==> src/rtl/fp_dot_accum_ctrl_if.sv <==
// Product-in / adder-issue / result-out bundle for fp_dot_accum_ctrl; slave = controller side.
// o_err exists only when FP_DOT_ACCUM_TIMEOUT_EN is defined.
interface fp_dot_accum_ctrl_if;
  logic        i_clr;
  logic [31:0] i_prod;
  logic        i_prod_vld;
  logic        o_prod_rdy;
  logic [31:0] o_add_a;
  logic [31:0] o_add_b;
  logic        o_add_vld;
  logic [31:0] i_add_res;
  logic        i_add_res_vld;
  logic        i_add_ovf;
  logic [31:0] o_sum;
  logic        o_sum_vld;
  logic        o_ovf;
  logic        o_busy;
`ifdef FP_DOT_ACCUM_TIMEOUT_EN
  logic        o_err;
`endif

  modport slave (
    input  i_clr, i_prod, i_prod_vld, i_add_res, i_add_res_vld, i_add_ovf,
    output o_prod_rdy, o_add_a, o_add_b, o_add_vld, o_sum, o_sum_vld, o_ovf, o_busy
`ifdef FP_DOT_ACCUM_TIMEOUT_EN
    , output o_err
`endif
  );

  modport master (
    output i_clr, i_prod, i_prod_vld, i_add_res, i_add_res_vld, i_add_ovf,
    input  o_prod_rdy, o_add_a, o_add_b, o_add_vld, o_sum, o_sum_vld, o_ovf, o_busy
`ifdef FP_DOT_ACCUM_TIMEOUT_EN
    , input o_err
`endif
  );
endinterface

==> src/rtl/fp_dot_accum_ctrl.sv <==
// FP32 dot-product sequencer over a shared 1-cycle adder: 3 cycles/term, result at last handshake+3.
// Accepts a product only in READY (o_prod_rdy low otherwise); FP_DOT_ACCUM_TIMEOUT_EN adds a WAIT watchdog and o_err.
module fp_dot_accum_ctrl #(
  parameter int LEN   = 4,
  parameter int CNT_W = 8
`ifdef FP_DOT_ACCUM_TIMEOUT_EN
  , parameter int TO_CYC = 15
`endif
) (
  input logic              clk,
  input logic              rst_n,
  fp_dot_accum_ctrl_if.slave io_bus
);

  typedef enum logic [1:0] {READY, ISSUE, WAIT} state_t;

  state_t           r_state;
  logic [31:0]      r_acc;
  logic [31:0]      r_prod_q;
  logic [CNT_W-1:0] r_cnt;
  logic             r_ovf_acc;
  logic             r_add_vld;
  logic [31:0]      r_sum;
  logic             r_sum_vld;
  logic             r_ovf;
  logic             r_busy;

  logic             w_rdy;
  logic             w_hs;
  logic             w_last;
  logic             w_ovf_new;

`ifdef FP_DOT_ACCUM_TIMEOUT_EN
  localparam int WD_W = (TO_CYC < 2) ? 1 : $clog2(TO_CYC + 1);
  logic [WD_W-1:0]  r_wd;
  logic             r_err;
`endif

  // A clear in the same cycle kills the handshake, so ready is masked by it.
  assign w_rdy     = (r_state == READY) && !io_bus.i_clr;
  assign w_hs      = io_bus.i_prod_vld && w_rdy;
  assign w_last    = (r_cnt == CNT_W'(LEN - 1));
  assign w_ovf_new = r_ovf_acc | io_bus.i_add_ovf;

  always_ff @(posedge clk or negedge rst_n) begin
    if (!rst_n) begin
      r_state   <= READY;
      r_acc     <= 32'h0;
      r_prod_q  <= 32'h0;
      r_cnt     <= '0;
      r_ovf_acc <= 1'b0;
      r_add_vld <= 1'b0;
      r_sum     <= 32'h0;
      r_sum_vld <= 1'b0;
      r_ovf     <= 1'b0;
      r_busy    <= 1'b0;
`ifdef FP_DOT_ACCUM_TIMEOUT_EN
      r_wd      <= '0;
      r_err     <= 1'b0;
`endif
    end else begin
      r_add_vld <= 1'b0;
      r_sum_vld <= 1'b0;
`ifdef FP_DOT_ACCUM_TIMEOUT_EN
      r_err     <= 1'b0;
`endif
      if (io_bus.i_clr) begin
        r_state   <= READY;
        r_acc     <= 32'h0;
        r_cnt     <= '0;
        r_ovf_acc <= 1'b0;
        r_busy    <= 1'b0;
      end else begin
        unique case (r_state)
          READY: begin
            if (w_hs) begin
              r_prod_q  <= io_bus.i_prod;
              r_add_vld <= 1'b1;
              r_busy    <= 1'b1;
              r_state   <= ISSUE;
            end
          end
          ISSUE: begin
            r_state <= WAIT;
`ifdef FP_DOT_ACCUM_TIMEOUT_EN
            r_wd    <= '0;
`endif
          end
          WAIT: begin
            if (io_bus.i_add_res_vld) begin
              r_state <= READY;
              if (w_last) begin
                r_sum     <= io_bus.i_add_res;
                r_sum_vld <= 1'b1;
                r_ovf     <= w_ovf_new;
                r_acc     <= 32'h0;
                r_cnt     <= '0;
                r_ovf_acc <= 1'b0;
                r_busy    <= 1'b0;
              end else begin
                r_acc     <= io_bus.i_add_res;
                r_cnt     <= r_cnt + CNT_W'(1);
                r_ovf_acc <= w_ovf_new;
              end
            end
`ifdef FP_DOT_ACCUM_TIMEOUT_EN
            // Adder never answered: drop the whole dot product and flag it.
            else if (r_wd == WD_W'(TO_CYC - 1)) begin
              r_state   <= READY;
              r_acc     <= 32'h0;
              r_cnt     <= '0;
              r_ovf_acc <= 1'b0;
              r_busy    <= 1'b0;
              r_err     <= 1'b1;
            end else begin
              r_wd <= r_wd + WD_W'(1);
            end
`endif
          end
          default: r_state <= READY;
        endcase
      end
    end
  end

  assign io_bus.o_prod_rdy = w_rdy;
  assign io_bus.o_add_a    = r_acc;
  assign io_bus.o_add_b    = r_prod_q;
  assign io_bus.o_add_vld  = r_add_vld;
  assign io_bus.o_sum      = r_sum;
  assign io_bus.o_sum_vld  = r_sum_vld;
  assign io_bus.o_ovf      = r_ovf;
  assign io_bus.o_busy     = r_busy;
`ifdef FP_DOT_ACCUM_TIMEOUT_EN
  assign io_bus.o_err      = r_err;
`endif

endmodule

==> src/flat_wrapper.sv <==
// flat-port wrapper written by rule: the top's interface ports become plain ports
module fp_dot_accum_ctrl_flat 
#(
  parameter int LEN   = 4,
  parameter int CNT_W = 8

)
  (clk, rst_n, io_bus_i_clr, io_bus_i_prod, io_bus_i_prod_vld, io_bus_i_add_res, io_bus_i_add_res_vld, io_bus_i_add_ovf, io_bus_o_prod_rdy, io_bus_o_add_a, io_bus_o_add_b, io_bus_o_add_vld, io_bus_o_sum, io_bus_o_sum_vld, io_bus_o_ovf, io_bus_o_busy);
  fp_dot_accum_ctrl_if io_bus_i ();
  input logic clk;
  input logic rst_n;
  input wire logic [$bits(io_bus_i.i_clr)-1:0] io_bus_i_clr;
  input wire logic [$bits(io_bus_i.i_prod)-1:0] io_bus_i_prod;
  input wire logic [$bits(io_bus_i.i_prod_vld)-1:0] io_bus_i_prod_vld;
  input wire logic [$bits(io_bus_i.i_add_res)-1:0] io_bus_i_add_res;
  input wire logic [$bits(io_bus_i.i_add_res_vld)-1:0] io_bus_i_add_res_vld;
  input wire logic [$bits(io_bus_i.i_add_ovf)-1:0] io_bus_i_add_ovf;
  output wire logic [$bits(io_bus_i.o_prod_rdy)-1:0] io_bus_o_prod_rdy;
  output wire logic [$bits(io_bus_i.o_add_a)-1:0] io_bus_o_add_a;
  output wire logic [$bits(io_bus_i.o_add_b)-1:0] io_bus_o_add_b;
  output wire logic [$bits(io_bus_i.o_add_vld)-1:0] io_bus_o_add_vld;
  output wire logic [$bits(io_bus_i.o_sum)-1:0] io_bus_o_sum;
  output wire logic [$bits(io_bus_i.o_sum_vld)-1:0] io_bus_o_sum_vld;
  output wire logic [$bits(io_bus_i.o_ovf)-1:0] io_bus_o_ovf;
  output wire logic [$bits(io_bus_i.o_busy)-1:0] io_bus_o_busy;
  assign io_bus_i.i_clr = io_bus_i_clr;
  assign io_bus_i.i_prod = io_bus_i_prod;
  assign io_bus_i.i_prod_vld = io_bus_i_prod_vld;
  assign io_bus_i.i_add_res = io_bus_i_add_res;
  assign io_bus_i.i_add_res_vld = io_bus_i_add_res_vld;
  assign io_bus_i.i_add_ovf = io_bus_i_add_ovf;
  assign io_bus_o_prod_rdy = io_bus_i.o_prod_rdy;
  assign io_bus_o_add_a = io_bus_i.o_add_a;
  assign io_bus_o_add_b = io_bus_i.o_add_b;
  assign io_bus_o_add_vld = io_bus_i.o_add_vld;
  assign io_bus_o_sum = io_bus_i.o_sum;
  assign io_bus_o_sum_vld = io_bus_i.o_sum_vld;
  assign io_bus_o_ovf = io_bus_i.o_ovf;
  assign io_bus_o_busy = io_bus_i.o_busy;
  fp_dot_accum_ctrl #(.LEN(LEN), .CNT_W(CNT_W)) u_core (.clk(clk), .rst_n(rst_n), .io_bus(io_bus_i));
endmodule
==> config.mk <==
export PLATFORM = sky130hd
export DESIGN_NAME = fp_dot_accum_ctrl_flat
export DESIGN_NICKNAME = d
export VERILOG_FILES = /design/src/rtl/fp_dot_accum_ctrl_if.sv /design/src/rtl/fp_dot_accum_ctrl.sv /design/src/flat_wrapper.sv
export SDC_FILE = /design/constraint.sdc
export NUM_CORES = 1
export LEC_CHECK = 0
export ABC_AREA = 0
export BUFFER_PORTS_ARGS = -buffer_cell sky130_fd_sc_hd__buf_2
export CELL_PAD_IN_SITES_DETAIL_PLACEMENT = 1
export CELL_PAD_IN_SITES_GLOBAL_PLACEMENT = 2
export CORE_UTILIZATION = 29
export CTS_CLUSTER_SIZE = 24
export DETAILED_ROUTE_END_ITERATION = 10
export PLACE_DENSITY = 0.75
export SLEW_MARGIN = 20
export SYNTH_ARGS = -nofsm -noshare
export SYNTH_HDL_FRONTEND = slang
export SYNTH_SLANG_ARGS = --single-unit
==> constraint.sdc <==
create_clock -name clk -period 1.7 [get_ports clk]
set_input_delay 0.34 -clock clk [delete_from_list [all_inputs] [get_ports clk]]
set_output_delay 0.34 -clock clk [all_outputs]
set_load 0.005 [all_outputs]
==> flow_summary.json <==
{
  "gp_congestion": 0.7911,
  "core_area_um2": 14590,
  "crit_buf_inv": 1,
  "fp.dieW_um": 124.7,
  "required_ns": 1.94,
  "synth_mux_area_frac": 0.1931,
  "use_met1": 0.1787,
  "netlist.area_leader.share": 0.6359,
  "grt_pass1_vias": 3265,
  "syn_to_final_growth_pct": 38.01,
  "dr.pass1.iters": 4,
  "synth_top_family_by_area": "multiplexers",
  "synth_top_area_cell": "dfrtp_1",
  "end_kind": "flip-flop",
  "worst_pin_slew_ns": 0.5493,
  "cts_tree": "built",
  "fin_worst_skew_ns": 0.006078,
  "regToRegEndpoint": "u_core.io_bus.o_sum[23]",
  "p_leak_nw": 3.280,
  "ys_ff_latch": 111,
  "rsz0062_at_grt": "yes",
  "finalWorstSetupSlack_ns": 0.01250,
  "synthArstFlopShare": 1.000,
  "clkPwrFrac": 0.378,
  "path_class": "flip-flop to flip-flop",
  "critPathMaxFanout": 17,
  "htreeDepth": 3,
  "slew_viol_final": 0,
  "grt_pass1_wl_um": 17500,
  "synth_edf_count": 0,
  "io_buffers": 170,
  "power_density_nw_per_um2": 953.8,
  "ant_nets": 0,
  "pwr-share-seq": 0.507,
  "achievable-frequency_mhz": 592.6,
  "path_clk_slew_ns": 0.07,
  "cts.path.max_buffers": 2,
  "hold_path.class": "primary input to flip-flop",
  "synth_common_cells": "dfrtp_1 (111), mux2_2 (38), a22o_1 (33)",
  "p_switching_mw": 1.373,
  "yosysUniqueCellTypes": 34,
  "antenna_cells": 0,
  "finalNonFillerCells": 657,
  "clockRootBuffer": "clkbuf_16",
  "grt_overflow": 0,
  "synth_warnings": 0,
  "synthCells": 278,
  "drive_above_1_share": 0.6068,
  "status": "finished clean",
  "rows": 44,
  "post-dp-hpwl_um": 7649,
  "final_hold_viol_count": 0,
  "die_h_um": 124.7,
  "cts_buffers": 9,
  "synth_nets": 350,
  "hp-start": "io_bus_i_prod[20]",
  "cp_top_family": "simple AND/OR/NAND/NOR gates",
  "cap_viol_max_count": 0,
  "yosysMostFrequentCell": "dfrtp_1",
  "grt_usage": 0.1433,
  "total_power_mw": 5.750,
  "yosys-top-cells-area": "dfrtp_1 (64%), mux2_2 (9.8%), mux2_4 (9.3%), a22o_1 (6.6%), buf_6 (1.0%)",
  "grt_use_met3": 0.05627,
  "dp_slack_ns": -0.09815,
  "fin_nets": 540,
  "dpl.cell_count": 636,
  "p_comb_frac": 0.115,
  "synth_xor_area_frac": 0.008021,
  "final-setup-viol-count": 0,
  "synth-compound-area-share": 0.08536,
  "ios": 171,
  "worstPathArrival_ns": 1.92,
  "min_to": "u_core.io_bus.o_add_b[20]",
  "final_cell_area_um2": 6028,
  "cp_slowest_cell": "dfrtp_1",
  "switching_share": 0.2388,
  "r2r_start": "u_core.r_cnt[1]",
  "cp_cell_sequence": "ha_4, nor3b_4, nand4b_4, buf_12, mux2_4",
  "antenna_found_initial": 0,
  "drtIter0Drc": 100,
  "syn_area_per_cell_um2": 15.71,
  "cp-start-kind": "flip-flop",
  "dpl-instance-area_um2": 5612,
  "worstHoldPathCells": 2,
  "start_util": 0.2994,
  "max_stage_delay_ns": 0.40,
  "netlist_area_um2": 4368,
  "r2r_setup_slack_ns": 0.01,
  "fillCellCount": 1546,
  "clkSinkCount": 111,
  "synth_seq_area_share": 0.6359,
  "ir_drop_v": 0.0004847,
  "die_area_um2": 15560,
  "use_met2": 0.2272,
  "synth_flop_cell": "dfrtp_1",
  "wl_um": 11000,
  "min_period_over_period": 0.9926,
  "period_needed_ns": 1.688,
  "grt-busiest-layer": "met2",
  "intPower_mw": 4.377,
  "grt_max_degree": 48,
  "slew_headroom": 0.6329,
  "fin_tns_setup_ns": 0,
  "synth_simple_gate_area_frac": 0.04469,
  "drc": 0,
  "vias_per_cell": 4.594,
  "r2r_cells": 5,
  "num_vias": 3018,
  "wire_per_inst_um": 16.74,
  "synthAdderAreaFrac": 0.005729,
  "worst_skew_pair.late_latency_ns": 0.35
}
==> cell families (layout without fill, tap and decap cells) <==
kind of cell               count (synthesis)  in the layout
buffers and inverters                     18            212
adders and majority gates                  2              2
AOI/OAI and AO/OA                         46             46
xor gates and xnor gates                   4              4
and+or+nand+nor                           31             32
DFF                                      111            111
muxes                                     66             66
==> area by class of cell <==
class / count / area [um2] / share of cell area
clock buffers: 10 / 239.0 / 0.03964
multi-input cells: 150 / 1540 / 0.2555
well taps: 184 / 230.2 / 0.03819
flip-flops and latches: 111 / 2778 / 0.4608
inverters: 1 / 3.754 / 0.0006227
repair buffers: 195 / 1169 / 0.1939
clock inverters: 6 / 68.82 / 0.01142
==> cells in the final DEF (no fill, tap or decap), types with 2 or more instances in the layout <==
cell type | Yosys | routed
a41oi_2 | 0 | 2
buf_2 | 8 | 169
clkinv_4 | 0 | 2
dfrtp_1 | 111 | 111
a31oi_1 | 2 | 2
nor2_4 | 0 | 2
a21oi_1 | 2 | 2
buf_4 | 3 | 14
o21ai_0 | 4 | 4
and2_1 | 3 | 3
xor2_1 | 3 | 3
nand3_1 | 2 | 2
a22o_1 | 33 | 33
nand2_1 | 7 | 7
buf_12 | 0 | 8
and3_1 | 2 | 2
buf_6 | 4 | 2
mux2_2 | 38 | 38
clkbuf_16 | 0 | 10
mux2_4 | 27 | 27
nor2_1 | 8 | 8
==> sequential cells by signal (all words and copies together), names as in the netlist <==
name	cells
u_core.io_bus.o_busy	1
u_core.io_bus.o_add_b	32
u_core.io_bus.o_add_a	32
u_core.io_bus.o_sum	32
u_core.io_bus.o_ovf	1
u_core.io_bus.o_add_vld	1
u_core.r_ovf_acc	1
u_core.r_cnt	8
u_core.r_state	2
u_core.io_bus.o_sum_vld	1
==> layer usage <==
metal,share of wire,up-vias
met1,0.44,1520
met4,0.011,0
met2,0.48,101
met5,0,-
li1,-,1386
met3,0.070,11
==> worst max-delay path by stage <==
stage	end	cells after the start	startpoint	slack [ns]
3_5_place_dp	u_core.r_cnt[0]	4	io_bus_i_add_res_vld	-0.1
6_report	u_core.io_bus.o_sum[23]	5	u_core.r_cnt[1]	0.01
3_3_place_gp	u_core.io_bus.o_sum[27]	5	u_core.r_cnt[0]	-0.07
5_1_grt	u_core.io_bus.o_sum[28]	5	u_core.r_cnt[1]	-0.06
2_1_floorplan	u_core.io_bus.o_add_b[10]	5	u_core.r_state[1]	0.07
4_1_cts	u_core.io_bus.o_add_a[6]	3	u_core.r_state[1]	-0.04
==> worst register-to-register path, cell delays in order, from the launching register on <==
cell      delay [ns]
dfrtp_1         0.40
ha_4            0.15
nor3b_4         0.30
nand4b_4        0.19
buf_12          0.21
mux2_4          0.32
==> power groups by stage <==
stage | registers, mW | logic [mW] | clock network, mW
after floorplan | 2.98 | 0.231 | 0
after global placement | 2.96 | 0.644 | 0
after detailed placement | 2.97 | 0.662 | 0
after CTS | 2.92 | 0.665 | 2.29
after global routing | 2.94 | 0.723 | 2.37
final | 2.91 | 0.659 | 2.18
==> timing repair <==
action / in CTS / in global routing
endpoints found under the setup margin: 66 / 76
pin swaps: 27 / 3
hold buffers: 1 / 0
gates resized for setup: 3 / 7
hold endpoints to repair: 17 / 0
buffers inserted: 0 / 2
gates cloned: 0 / 2
==> metrics by stage <==
stage | util | hold WS [ns]
floorplan | - | 0.04441
global placement | 0.3846 | 0.2434
detailed placement | 0.3846 | 0.2478
CTS | 0.4071 | 0.1916
global route | 0.4132 | 0.1927
finish | 0.4132 | 0.2135
Note: power is estimated with default switching activity, not from simulation.
